[config.mk]
export PLATFORM = sky130hd
export DESIGN_NAME = multicycle_controller
export DESIGN_NICKNAME = d
export VERILOG_FILES = /design/src/rtl/cpu_pkg.sv /design/src/rtl/cond_check.sv /design/src/rtl/multicycle_controller.sv
export SDC_FILE = /design/constraint.sdc
export NUM_CORES = 1
export LEC_CHECK = 0
export ABC_AREA = 1
export BUFFER_PORTS_ARGS = -buffer_cell sky130_fd_sc_hd__buf_2
export CORE_MARGIN = 2
export CORE_UTILIZATION = 49
export DETAILED_ROUTE_END_ITERATION = 10
export PLACE_DENSITY = 0.82
export SYNTH_ARGS = -nofsm -noshare
export SYNTH_HDL_FRONTEND = slang
export SYNTH_SLANG_ARGS = --single-unit
[constraint.sdc]
create_clock -name clk -period 2.7 [get_ports clk]
set_input_delay 0.27 -clock clk [delete_from_list [all_inputs] [get_ports clk]]
set_output_delay 0.27 -clock clk [all_outputs]
set_load 0.02 [all_outputs]
[src/rtl/cpu_pkg.sv]
// Shared types and encodings for the ARM-subset datapath control:
// controller states, ALU/cmd/condition codes, and datapath select encodings.
package cpu_pkg;

    typedef enum logic [3:0] {
        S_FETCH  = 4'd0,
        S_DECODE = 4'd1,
        S_MEMADR = 4'd2,
        S_MEMRD  = 4'd3,
        S_MEMWB  = 4'd4,
        S_MEMWR  = 4'd5,
        S_EXER   = 4'd6,
        S_EXEI   = 4'd7,
        S_ALUWB  = 4'd8,
        S_BRANCH = 4'd9
    } mc_state_t;

    typedef enum logic [3:0] {
        COND_EQ = 4'b0000, COND_NE = 4'b0001, COND_CS = 4'b0010, COND_CC = 4'b0011,
        COND_MI = 4'b0100, COND_PL = 4'b0101, COND_VS = 4'b0110, COND_VC = 4'b0111,
        COND_HI = 4'b1000, COND_LS = 4'b1001, COND_GE = 4'b1010, COND_LT = 4'b1011,
        COND_GT = 4'b1100, COND_LE = 4'b1101, COND_AL = 4'b1110, COND_NV = 4'b1111
    } cond_t;

    localparam logic [2:0] ALU_ADD = 3'b000;
    localparam logic [2:0] ALU_SUB = 3'b001;
    localparam logic [2:0] ALU_AND = 3'b010;
    localparam logic [2:0] ALU_ORR = 3'b011;

    localparam logic [3:0] CMD_AND = 4'b0000;
    localparam logic [3:0] CMD_SUB = 4'b0010;
    localparam logic [3:0] CMD_ADD = 4'b0100;
    localparam logic [3:0] CMD_CMP = 4'b1010;
    localparam logic [3:0] CMD_ORR = 4'b1100;

    localparam logic [1:0] SRCB_REG  = 2'd0;
    localparam logic [1:0] SRCB_IMM  = 2'd1;
    localparam logic [1:0] SRCB_FOUR = 2'd2;

    localparam logic [1:0] RES_ALUOUT = 2'd0;
    localparam logic [1:0] RES_RDATA  = 2'd1;
    localparam logic [1:0] RES_ALU    = 2'd2;

    localparam logic [1:0] IMM_8  = 2'd0;
    localparam logic [1:0] IMM_12 = 2'd1;
    localparam logic [1:0] IMM_24 = 2'd2;

    typedef struct packed {
        logic [2:0] alu;
        logic       nowrite;
        logic       cv_upd;
    } dp_dec_t;

    function automatic dp_dec_t dp_decode(input logic [3:0] cmd);
        dp_dec_t d;
        d.alu     = ALU_ADD;
        d.nowrite = 1'b1;
        d.cv_upd  = 1'b0;
        case (cmd)
            CMD_ADD: begin d.alu = ALU_ADD; d.nowrite = 1'b0; d.cv_upd = 1'b1; end
            CMD_SUB: begin d.alu = ALU_SUB; d.nowrite = 1'b0; d.cv_upd = 1'b1; end
            CMD_AND: begin d.alu = ALU_AND; d.nowrite = 1'b0; end
            CMD_ORR: begin d.alu = ALU_ORR; d.nowrite = 1'b0; end
            CMD_CMP: begin d.alu = ALU_SUB; d.cv_upd = 1'b1; end
            default: ;
        endcase
        return d;
    endfunction

endpackage

[src/rtl/cond_check.sv]
// NZCV flag register with split NZ / CV write enables and ARM condition
// evaluation against the stored flags. Shared with the single-cycle path.
module cond_check
    import cpu_pkg::*;
#(
    parameter logic [3:0] FLAG_RST = 4'b0000
) (
    input  logic       clk,
    input  logic       rst_n,
    input  logic [3:0] cond_i,
    input  logic [3:0] alu_flags_i,
    input  logic [1:0] flag_w_i,
    output logic       cond_ex_o
);

    logic [3:0] flags_q, flags_d;
    logic       n, z, c, v;

    always_comb begin
        flags_d = flags_q;
        if (flag_w_i[1]) flags_d[3:2] = alu_flags_i[3:2];
        if (flag_w_i[0]) flags_d[1:0] = alu_flags_i[1:0];
    end

    always_ff @(posedge clk or negedge rst_n) begin
        if (!rst_n) flags_q <= FLAG_RST;
        else        flags_q <= flags_d;
    end

    assign {n, z, c, v} = flags_q;

    always_comb begin
        cond_ex_o = 1'b1;
        case (cond_t'(cond_i))
            COND_EQ: cond_ex_o = z;
            COND_NE: cond_ex_o = ~z;
            COND_CS: cond_ex_o = c;
            COND_CC: cond_ex_o = ~c;
            COND_MI: cond_ex_o = n;
            COND_PL: cond_ex_o = ~n;
            COND_VS: cond_ex_o = v;
            COND_VC: cond_ex_o = ~v;
            COND_HI: cond_ex_o = c & ~z;
            COND_LS: cond_ex_o = ~c | z;
            COND_GE: cond_ex_o = (n == v);
            COND_LT: cond_ex_o = (n != v);
            COND_GT: cond_ex_o = ~z & (n == v);
            COND_LE: cond_ex_o = z | (n != v);
            default: cond_ex_o = 1'b1;
        endcase
    end

endmodule

[src/rtl/multicycle_controller.sv]
// Multicycle FETCH/DECODE/EXECUTE/WB sequencer with memory-ready stall.
// Optional MC_PERF_CNT_EN adds CycleCnt/InstrRetired performance counters.
module multicycle_controller
    import cpu_pkg::*;
#(
    parameter logic [3:0]  FLAG_RST = 4'b0000,
    parameter int unsigned CNT_W    = 32
) (
    input  logic       clk,
    input  logic       rst,
    input  logic [3:0] Cond,
    input  logic [1:0] Op,
    input  logic [5:0] Funct,
    input  logic [3:0] Rd,
    input  logic [3:0] ALUFlags,
    input  logic       MemReady,
    output logic       MemRead,
    output logic       MemWrite,
    output logic       IRWrite,
    output logic       PCWrite,
    output logic       RegWrite,
    output logic       AdrSrc,
    output logic       ALUSrcA,
    output logic [1:0] ALUSrcB,
    output logic [1:0] ResultSrc,
    output logic [1:0] ImmSrc,
    output logic [1:0] RegSrc,
    output logic [2:0] ALUControl,
    output logic [3:0] State
`ifdef MC_PERF_CNT_EN
    ,
    output logic [CNT_W-1:0] CycleCnt,
    output logic [CNT_W-1:0] InstrRetired
`endif
);

    mc_state_t state_q, state_d;
    logic      condex_q, condex_d;
    logic      cond_ex;
    logic      is_exe;
    logic      flag_upd;
    logic [1:0] flag_w;
    dp_dec_t   dp;
    logic      mem_read, mem_write, ir_write, pc_write, reg_write;
    logic      wb_en;
    logic      unused_link;

    // Branch-with-link is executed as a plain branch.
    assign unused_link = Funct[4];

    assign dp       = dp_decode(Funct[4:1]);
    assign is_exe   = (state_q == S_EXER) || (state_q == S_EXEI);
    assign flag_upd = is_exe & Funct[0] & condex_q;
    assign flag_w   = {flag_upd, flag_upd & dp.cv_upd};

    cond_check #(
        .FLAG_RST (FLAG_RST)
    ) u_cond_check (
        .clk         (clk),
        .rst_n       (rst),
        .cond_i      (Cond),
        .alu_flags_i (ALUFlags),
        .flag_w_i    (flag_w),
        .cond_ex_o   (cond_ex)
    );

    always_ff @(posedge clk or negedge rst) begin
        if (!rst) begin
            state_q  <= S_FETCH;
            condex_q <= 1'b0;
        end else begin
            state_q  <= state_d;
            condex_q <= condex_d;
        end
    end

    always_comb begin
        state_d    = state_q;
        condex_d   = condex_q;
        mem_read   = 1'b0;
        mem_write  = 1'b0;
        ir_write   = 1'b0;
        pc_write   = 1'b0;
        reg_write  = 1'b0;
        wb_en      = 1'b0;
        AdrSrc     = 1'b0;
        ALUSrcA    = 1'b0;
        ALUSrcB    = SRCB_REG;
        ResultSrc  = RES_ALUOUT;
        ImmSrc     = IMM_8;
        ALUControl = ALU_ADD;
        case (state_q)
            S_FETCH: begin
                mem_read  = 1'b1;
                ALUSrcA   = 1'b1;
                ALUSrcB   = SRCB_FOUR;
                ResultSrc = RES_ALU;
                ir_write  = MemReady;
                pc_write  = MemReady;
                if (MemReady) state_d = S_DECODE;
            end
            S_DECODE: begin
                ALUSrcA   = 1'b1;
                ALUSrcB   = SRCB_FOUR;
                ResultSrc = RES_ALU;
                condex_d  = cond_ex;
                case (Op)
                    2'b01:   state_d = S_MEMADR;
                    2'b00:   state_d = Funct[5] ? S_EXEI : S_EXER;
                    2'b10:   state_d = S_BRANCH;
                    default: state_d = S_FETCH;
                endcase
            end
            S_MEMADR: begin
                ALUSrcB = SRCB_IMM;
                ImmSrc  = IMM_12;
                state_d = Funct[0] ? S_MEMRD : S_MEMWR;
            end
            S_MEMRD: begin
                AdrSrc   = 1'b1;
                mem_read = condex_q;
                if (!condex_q)     state_d = S_FETCH;
                else if (MemReady) state_d = S_MEMWB;
            end
            S_MEMWB: begin
                ResultSrc = RES_RDATA;
                wb_en     = condex_q;
                state_d   = S_FETCH;
            end
            S_MEMWR: begin
                AdrSrc    = 1'b1;
                mem_write = condex_q;
                if (!condex_q || MemReady) state_d = S_FETCH;
            end
            S_EXER, S_EXEI: begin
                ALUSrcB    = (state_q == S_EXEI) ? SRCB_IMM : SRCB_REG;
                ALUControl = dp.alu;
                state_d    = S_ALUWB;
            end
            S_ALUWB: begin
                ResultSrc = RES_ALUOUT;
                wb_en     = condex_q & ~dp.nowrite;
                state_d   = S_FETCH;
            end
            S_BRANCH: begin
                ALUSrcB   = SRCB_IMM;
                ImmSrc    = IMM_24;
                ResultSrc = RES_ALU;
                pc_write  = condex_q;
                state_d   = S_FETCH;
            end
            default: state_d = S_FETCH;
        endcase
        // Writeback to R15 redirects the PC instead of the register file.
        if (wb_en) begin
            if (Rd == 4'd15) pc_write  = 1'b1;
            else             reg_write = 1'b1;
        end
    end

    assign MemRead  = mem_read  & rst;
    assign MemWrite = mem_write & rst;
    assign IRWrite  = ir_write  & rst;
    assign PCWrite  = pc_write  & rst;
    assign RegWrite = reg_write & rst;

    assign RegSrc = {(Op == 2'b01) & ~Funct[0], (Op == 2'b10)};
    assign State  = state_q;

`ifdef MC_PERF_CNT_EN
    logic [CNT_W-1:0] cyc_q, ret_q;

    always_ff @(posedge clk or negedge rst) begin
        if (!rst) begin
            cyc_q <= '0;
            ret_q <= '0;
        end else begin
            cyc_q <= cyc_q + CNT_W'(1);
            if (state_q != S_FETCH && state_d == S_FETCH)
                ret_q <= ret_q + CNT_W'(1);
        end
    end

    assign CycleCnt     = cyc_q;
    assign InstrRetired = ret_q;
`else
    localparam int unsigned unused_cnt_w = CNT_W;
`endif

endmodule

* Yosys cells after proc, flatten, opt, wreduce, memory -nomap -nowiden
Cells that the tools add are included.
** Storage, ports and cells
- Word-level logic and storage cells :: 100
- Memories kept :: 0
- Latch bits :: 0
- Input bits :: 23
- Bits in read-only memories :: 0
- Output and inout bits :: 22
- Register bits after elaboration :: 9
- Memory bits (writable) :: 0
** Cells by class
- Muxes and demuxes :: 27
- $lt $le $gt $ge :: 0
- Add/sub/neg operators :: 0
- Divide/modulo/power cells :: 0
- $mul :: 0
- Reductions and logical operators :: 16
- Equality and inequality tests :: 34
- Shift operators :: 0
- Bitwise logic cells :: 19
** Operator list (count)
- 4-bit == test, second input constant :: 11
- 4-bit by 3-bit == test with 1-bit output, second input constant :: 9
- 4-bit one-hot mux with 6 select lines :: 1
- 4-bit by 2-bit == test with 1-bit output, second input constant :: 5
- 4-bit 2-to-1 mux :: 4
- 1-bit one-hot mux with 14 select lines :: 1
- 1-bit AND :: 12
- 4-bit logical NOT :: 3
- 2-bit one-hot mux with 3 select lines :: 2
- 4-bit one-hot mux with 3 select lines :: 1
- 1-bit 2-to-1 mux :: 11
- 2-bit OR reduction :: 5
- 4-bit by 1-bit == test with 1-bit output, second input constant :: 2
- 2-bit one-hot mux with 2 select lines :: 2
- 3-bit 2-to-1 mux :: 2
- 1-bit one-hot mux with 2 select lines :: 3
- 3-bit OR reduction :: 2
- 1-bit inverter :: 5
- 2-bit inequality test, second input constant :: 2
- 4-bit OR reduction :: 1
- 3-bit inequality test, second input constant :: 1
- 3-bit AND reduction :: 1
- 2-bit by 1-bit == test with 1-bit output, second input constant :: 1
- 2-bit == test, second input constant :: 1
- 6 further kinds :: 8

* Depth between registers and ports, before layout
Gate-level depths: netlist of run 1.
- Word-level depth :: 6
- Gate-level depth with buffers :: 9
- Gate-level depth less buffers :: 8

* Cells and area by module
A second synthesis of run 1 with hierarchy kept.
** Second synthesis, totals
- Cell total of the unflattened synthesis :: 168
- Area, all modules :: 939.7 um^2
** Modules (own cells, without submodules)
- multicycle_controller :: area each 593.1 um^2, seq. area each 125.1 um^2, times used 1, cells each 106
- cond_check :: area each 346.6 um^2, seq. area each 100.1 um^2, times used 1, cells each 62

* Worst setup path before layout of run 1
No wires, ideal clock.
- Kind :: flip-flop to output port
- From :: register state_q[1], in the netlist State[1]
- To :: output port IRWrite
- Slack :: 1.072 ns
- Required time :: 2.430 ns
- Cell stages (with the launch flop) :: 5
- Data arrival time :: 1.358 ns
- Cells stage by stage :: dfrtp_1 buf_6 nor2_1 nand2_2 nor3_1
** On the way
- Longest elaborated chain between the ends :: 3
** RTL lines
- from (decl) :: RTL line multicycle_controller.sv:37 : mc_state_t state_q, state_d;
- from (signal assigned) :: RTL line multicycle_controller.sv:72 : state_q <= state_d;
- 4-bit logical NOT :: RTL line multicycle_controller.sv:92 : case (state_q)
- 1-bit 2-to-1 mux :: RTL line multicycle_controller.sv:92
- 1-bit AND :: RTL line multicycle_controller.sv:163 : assign IRWrite = ir_write & rst;
- to (decl) :: RTL line multicycle_controller.sv:19 : output logic IRWrite,
No other way between the ends.

* Worst setup path in the final report of run 1
- From :: register state_q[1], in the netlist State[1]
- To :: output port RegWrite
** On the way
- Longest elaborated chain between the ends :: 4
** RTL lines
- 4-bit == test / 4-bit by 3-bit == test with 1-bit output (equally long branches) :: RTL line multicycle_controller.sv:92
- 1-bit one-hot mux with 2 select lines * :: RTL line multicycle_controller.sv:92
- 1-bit 2-to-1 mux * :: RTL line multicycle_controller.sv:155 : if (wb_en) begin
- 1-bit AND * :: RTL line multicycle_controller.sv:165 : assign RegWrite = reg_write & rst;
- to (decl) :: RTL line multicycle_controller.sv:21 : output logic RegWrite,
Mark *: on every way between the ends. The rest lies on a longest branch, timed or not.

==> results of run 1 <==
per-stage QoR:
stage	hold WS (ns)	power, mW	worst slack (ns)	util
2_1_floorplan	-0.0256	0.783	1.07	-
3_3_place_gp	0.158	0.961	1.18	0.654
3_5_place_dp	0.158	0.970	1.11	0.654
4_1_cts	0.207	1.08	0.811	0.675
5_1_grt	0.229	1.17	0.640	0.675
6_report	0.210	1.08	0.795	0.675
worst paths after layout:
kind,start,to,cells past startpoint
setup reg to reg,State[1],State[2],8
setup / recovery,State[1],RegWrite,6
hold reg to reg,u_cond_check.flags_q[1],u_cond_check.flags_q[1],2
min in group asynchronous,rst,condex_q,2
max in group asynchronous,rst,State[3],2
hold / removal,ALUFlags[3],u_cond_check.flags_q[3],3
critical path, stage by stage, from the launching register on:
cell,delay (ns)
dfrtp_1,0.52
nor2_1,0.26
nand4_1,0.15
nand2_1,0.11
nand3_1,0.07
nor2_1,0.09
buf_2,0.17
routing by layer:
metal	vias up	wire (µm)	track usage
li1	573	-	-
met1	486	1050	0.314
met2	49	1090	0.367
met5	-	0	0
met3	6	178	0.0500
met4	0	34	0.0611
kinds of logic (layout without fill, tap and decap cells):
logic type,after synthesis,count (layout),synth area share
DFF,9,9,0.249
other,1,1,0.00414
AOI/OAI and AO/OA,20,20,0.120
muxes,1,1,0.0166
buffers and inverters,29,74,0.134
and+or+nand+nor,92,92,0.477
sequential cells by signal, indices dropped and copies added (netlist names):
name,count
State,4
u_cond_check.flags_q,4
condex_q,1
power by group:
part | total (mW) | switching, mW | leakage, nW | internal [mW]
Clock | 0.108 | 0.0510 | 0.0150 | 0.0571
Sequential | 0.268 | 0.0835 | 0.104 | 0.185
Combinational | 0.705 | 0.466 | 0.641 | 0.239
Total | 1.08 | 0.601 | 0.760 | 0.481
placed cells by master (no fill, tap or decap), types with 3 or more instances in the layout:
| cell type | instances |
|---|---|
| buf_2 | 43 |
| nand2_1 | 37 |
| nor2_1 | 22 |
| inv_1 | 21 |
| nand3_1 | 16 |
| a21oi_1 | 10 |
| dfrtp_1 | 9 |
| nand2_2 | 6 |
| inv_2 | 5 |
| o21ai_0 | 4 |
| nor3_1 | 3 |
| nand4_1 | 3 |
| o21ai_1 | 3 |
| clkbuf_4 | 3 |
final cells by class:
class                      count  area [µm²]  area share
clock buffer                   4        26.3      0.0226
inverter                      26        97.6      0.0838
multi-input combinational    114         559       0.480
sequential                     9         225       0.193
tap                           25        31.3      0.0269
timing repair buffer          44         225       0.193
cell usage after synthesis (all sizes together):
master	count	area, µm²
nand2	44	188
o21ai	7	35.0
buf	3	23.8
dfrtp	9	225
nand4	3	18.8
conb	1	3.75
o221ai	1	8.76
nor3	3	15.0
mux2	1	15.0
inv	26	97.6
nand3	17	90.1
nor2	25	120
o22ai	1	6.26
a21oi	11	58.8
what timing repair did:
item                                   CTS  global route
hold buffers                             1             0
endpoints found under the hold margin    9             0
setup buffers                            0             0
==> flow_summary.toml, run 1 <==
[outcome]
status = "completed"

[route]
vias = 1114
remaining_drc_errors = 0
viasPerCell = 5.02
drtIter0Drc = 49
wl_per_cell_um = 10.6
routed_wl_um = 2360
first_pass_iters = 4
ant_nets = 0

[logic_synthesis]
ys_warn_count = 0
yosysSeqAreaShare = 0.249
syn-instance-count = 152
syn_area_um2 = 906
synth_seq_cells = 9
ys_types = 25
synth.avg_cell_area_um2 = 5.96
syn_nets = 175

[sta]
skew_ns = 0.0106
fin_crit_sh = 0.705
maxSlewViolCount = 0
final-setup-viol-count = 0
fin_setup_tns_ns = 0
max_freq_mhz = 525
fin_crit_ns = 1.90
finalHoldViolations = 0
rsz0062_at_grt = "no"

[run]
drv_cap = 0

[cells_and_area]
fillers = 177
diodes = 0
design_area_um2 = 1160
final_cells = 222
drive_gt1_frac = 0.325
final_nets = 221
areaGrowthSynthToFinish_pct = 28.6

[floorplanning]
ios = 45
std_cell_rows = 15
die_w_um = 47.0
die_h_um = 47.0
die-area_um2 = 2210
start_util = 0.525
coreArea_um2 = 1730

[placement]
placed_cells = 217
place.port_buffers = 43
hpwl_um = 1950
place_area_um2 = 1130
gp_routability_congestion = 0.919

[setup_path]
critPathLaunchType = "flop"
worstPathArrival_ns = 1.63
path_class = "flop to output port"
end_kind = "output port"
rrSetupSlack_ns = 1.31
path_max_fanout = 11
cp.required_ns = 2.43

[clock_tree]
cts_tree = "built"
cts_inserted_buffers = 3
path_clk_slew_ns = 0.07
cts_htree_levels = 1
clk_latency_ns = 0.27
clockRootBuffer = "clkbuf_4"
cts_sinks = 9
cts_resized = 0
clockBufferDepth = 2

[grt]
antenna_found_initial = 0
grt_max_degree = 14
first_global_vias = 901
grt_pass1_wl_um = 3620
grt_usage = 0.229
gr-total-overflow = 0

[pwr]
power.density_nw_per_um2 = 929
vdd_drop_max_mv = 0.534
p_leak_nw = 0.760

[hold_path]
hold_path_class = "input port to flop"
Note: power is estimated with default switching activity, not from simulation.
==> run 2, diff against run 1 <==
--- a/config.mk
+++ b/config.mk
@@ -8,9 +8,9 @@
 export ABC_AREA = 1
 export BUFFER_PORTS_ARGS = -buffer_cell sky130_fd_sc_hd__buf_2
 export CORE_MARGIN = 2
-export CORE_UTILIZATION = 49
+export CORE_UTILIZATION = 41
 export DETAILED_ROUTE_END_ITERATION = 10
-export PLACE_DENSITY = 0.82
+export PLACE_DENSITY = 0.73
 export SYNTH_ARGS = -nofsm -noshare
 export SYNTH_HDL_FRONTEND = slang
 export SYNTH_SLANG_ARGS = --single-unit
==> constraint.sdc (replaced) <==
create_clock -name clk -period 1.6 [get_ports clk]
set_input_delay 0.16 -clock clk [delete_from_list [all_inputs] [get_ports clk]]
set_output_delay 0.16 -clock clk [all_outputs]
set_load 0.02 [all_outputs]
==> run 2 against run 1 <==
Power up 86%. Critical path depth unchanged. Highest routed layer unchanged. Largest cell class unchanged. The run now ends with negative setup slack left. Cell area increased by 7.5%. Critical path type unchanged. Via count is essentially flat. Worst hold slack got worse by 0.088 ns.
==> flow_summary.toml, run 2 (synthesized netlist as in run 1, its figures left out) <==
[floorplanning]
start_util = 0.422
die_w_um = 51.0
die-area_um2 = 2600
std_cell_rows = 17
coreArea_um2 = 2150
ios = 45
die_h_um = 51.0

[grt]
first_global_vias = 970
grt_max_degree = 10
grt_pass1_wl_um = 4150
antenna_found_initial = 0
gr-total-overflow = 0
grt_usage = 0.209

[route]
remaining_drc_errors = 0
drtIter0Drc = 7
first_pass_iters = 4
routed_wl_um = 2590
vias = 1115
viasPerCell = 4.83
wl_per_cell_um = 11.2
ant_nets = 0

[sta]
skew_ns = 0.00772
fin_setup_tns_ns = -0.00155
fin_crit_ns = 1.60
holdWs_ns = 0.121
max_freq_mhz = 624
finalHoldViolations = 0
rsz0062_at_grt = "yes"
final-setup-viol-count = 1
fin_crit_sh = 1.00
setup_slack_ns = -0.00155
maxSlewViolCount = 0

[pwr]
power.density_nw_per_um2 = 1610
finalPower_mw = 2.01
p_leak_nw = 0.787
vdd_drop_max_mv = 1.12

[clock_tree]
clockBufferDepth = 2
cts_inserted_buffers = 3
cts_htree_levels = 1
clk_latency_ns = 0.27
cts_tree = "built"
clockRootBuffer = "clkbuf_4"
path_clk_slew_ns = 0.06
cts_sinks = 9

[cells_and_area]
final_cell_mix = "38 x buf_2, 35 x nand2_1, 21 x inv_1"
final_util = 0.583
final_cells = 231
diodes = 0
areaGrowthSynthToFinish_pct = 38.3
final_nets = 227
final_common_cell = "buf_2"
fillers = 204
design_area_um2 = 1250
drive_gt1_frac = 0.389

[setup_path]
slowest_stage = "dfrtp_2"
r2r-end = "u_cond_check.flags_q[2]"
path_max_fanout = 4
r2r_cells = 7
worstPathArrival_ns = 1.44
crit_start = "State[2]"
slowest_delay_ns = 0.45
end_kind = "output port"
cp.required_ns = 1.44
cp_cell_sequence = "nor2_4, inv_2, nor2_2, nand2_1, inv_1, buf_4"
reg2reg_from = "State[3]"
critPathLaunchType = "flop"
path_class = "flop to output port"
rrSetupSlack_ns = 0.26
endpoint = "ImmSrc[0]"

[hold_path]
hold_path_class = "input port to flop"
min_from = "ALUFlags[2]"

[run]
drv_cap = 0

[placement]
hpwl_um = 2030
place.port_buffers = 43
place_area_um2 = 1140
placed_cells = 221
dp_worst_setup_slack_ns = 0.197
gp_routability_congestion = 0.896

[outcome]
violations = "negative setup slack"
status = "finished with violations"
run 2: cell types whose count changed in the layout (fill, tap and decap cells not counted), moves of 3 or more:
cell     before  now
nor2_1       22   19
buf_2        43   38
buf_4         0   11
dfrtp_1       9    6
dfrtp_2       0    3
run 2: layer usage:
| layer | up-vias | track usage | wire length (µm) |
|---|---|---|---|
| li1 | 583 | - | - |
| met1 | 494 | 0.268 | 1160 |
| met2 | 34 | 0.344 | 1250 |
| met3 | 4 | 0.0380 | 155 |
| met4 | 0 | 0.0856 | 27 |
| met5 | - | 0 | 0 |
run 2: timing repair:
action | 4_1_cts | 5_1_grt
buffers inserted | 1 | 4
resized for setup | 6 | 9
hold buffers | 1 | 0
pin swaps | 1 | 2
setup endpoints to repair | 3 | 7
hold endpoints to repair | 9 | 0
run 2: cell type report:
cell class / count / area [µm²] / share of cell area
sequential: 9 / 229 / 0.183
clock buffer: 4 / 26.3 / 0.0210
multi-input combinational: 114 / 582 / 0.465
timing repair buffer: 50 / 283 / 0.226
tap: 28 / 35.0 / 0.0280
inverter: 26 / 97.6 / 0.0779
run 2: how the worst min path moves through the flow:
stage / to / cells past startpoint
3_3_place_gp: condex_q / 1
6_report: u_cond_check.flags_q[2] / 2
5_1_grt: u_cond_check.flags_q[2] / 2
2_1_floorplan: State[0] / 0
4_1_cts: u_cond_check.flags_q[2] / 2
3_5_place_dp: condex_q / 1
run 2: power by group:
part / leakage (nW) / switching [mW] / internal [mW]
Clock: 0.0150 / 0.0824 / 0.0962
Sequential: 0.100 / 0.148 / 0.320
Combinational: 0.672 / 0.852 / 0.515
Total: 0.787 / 1.08 / 0.931
run 2: worst max-delay path, delay by kind of cell, from the launching register on:
family / cells / cell delay, ns
AND/OR/NAND/NOR: 3 / 0.37
flip-flops: 1 / 0.45
buffers and inverters: 3 / 0.35
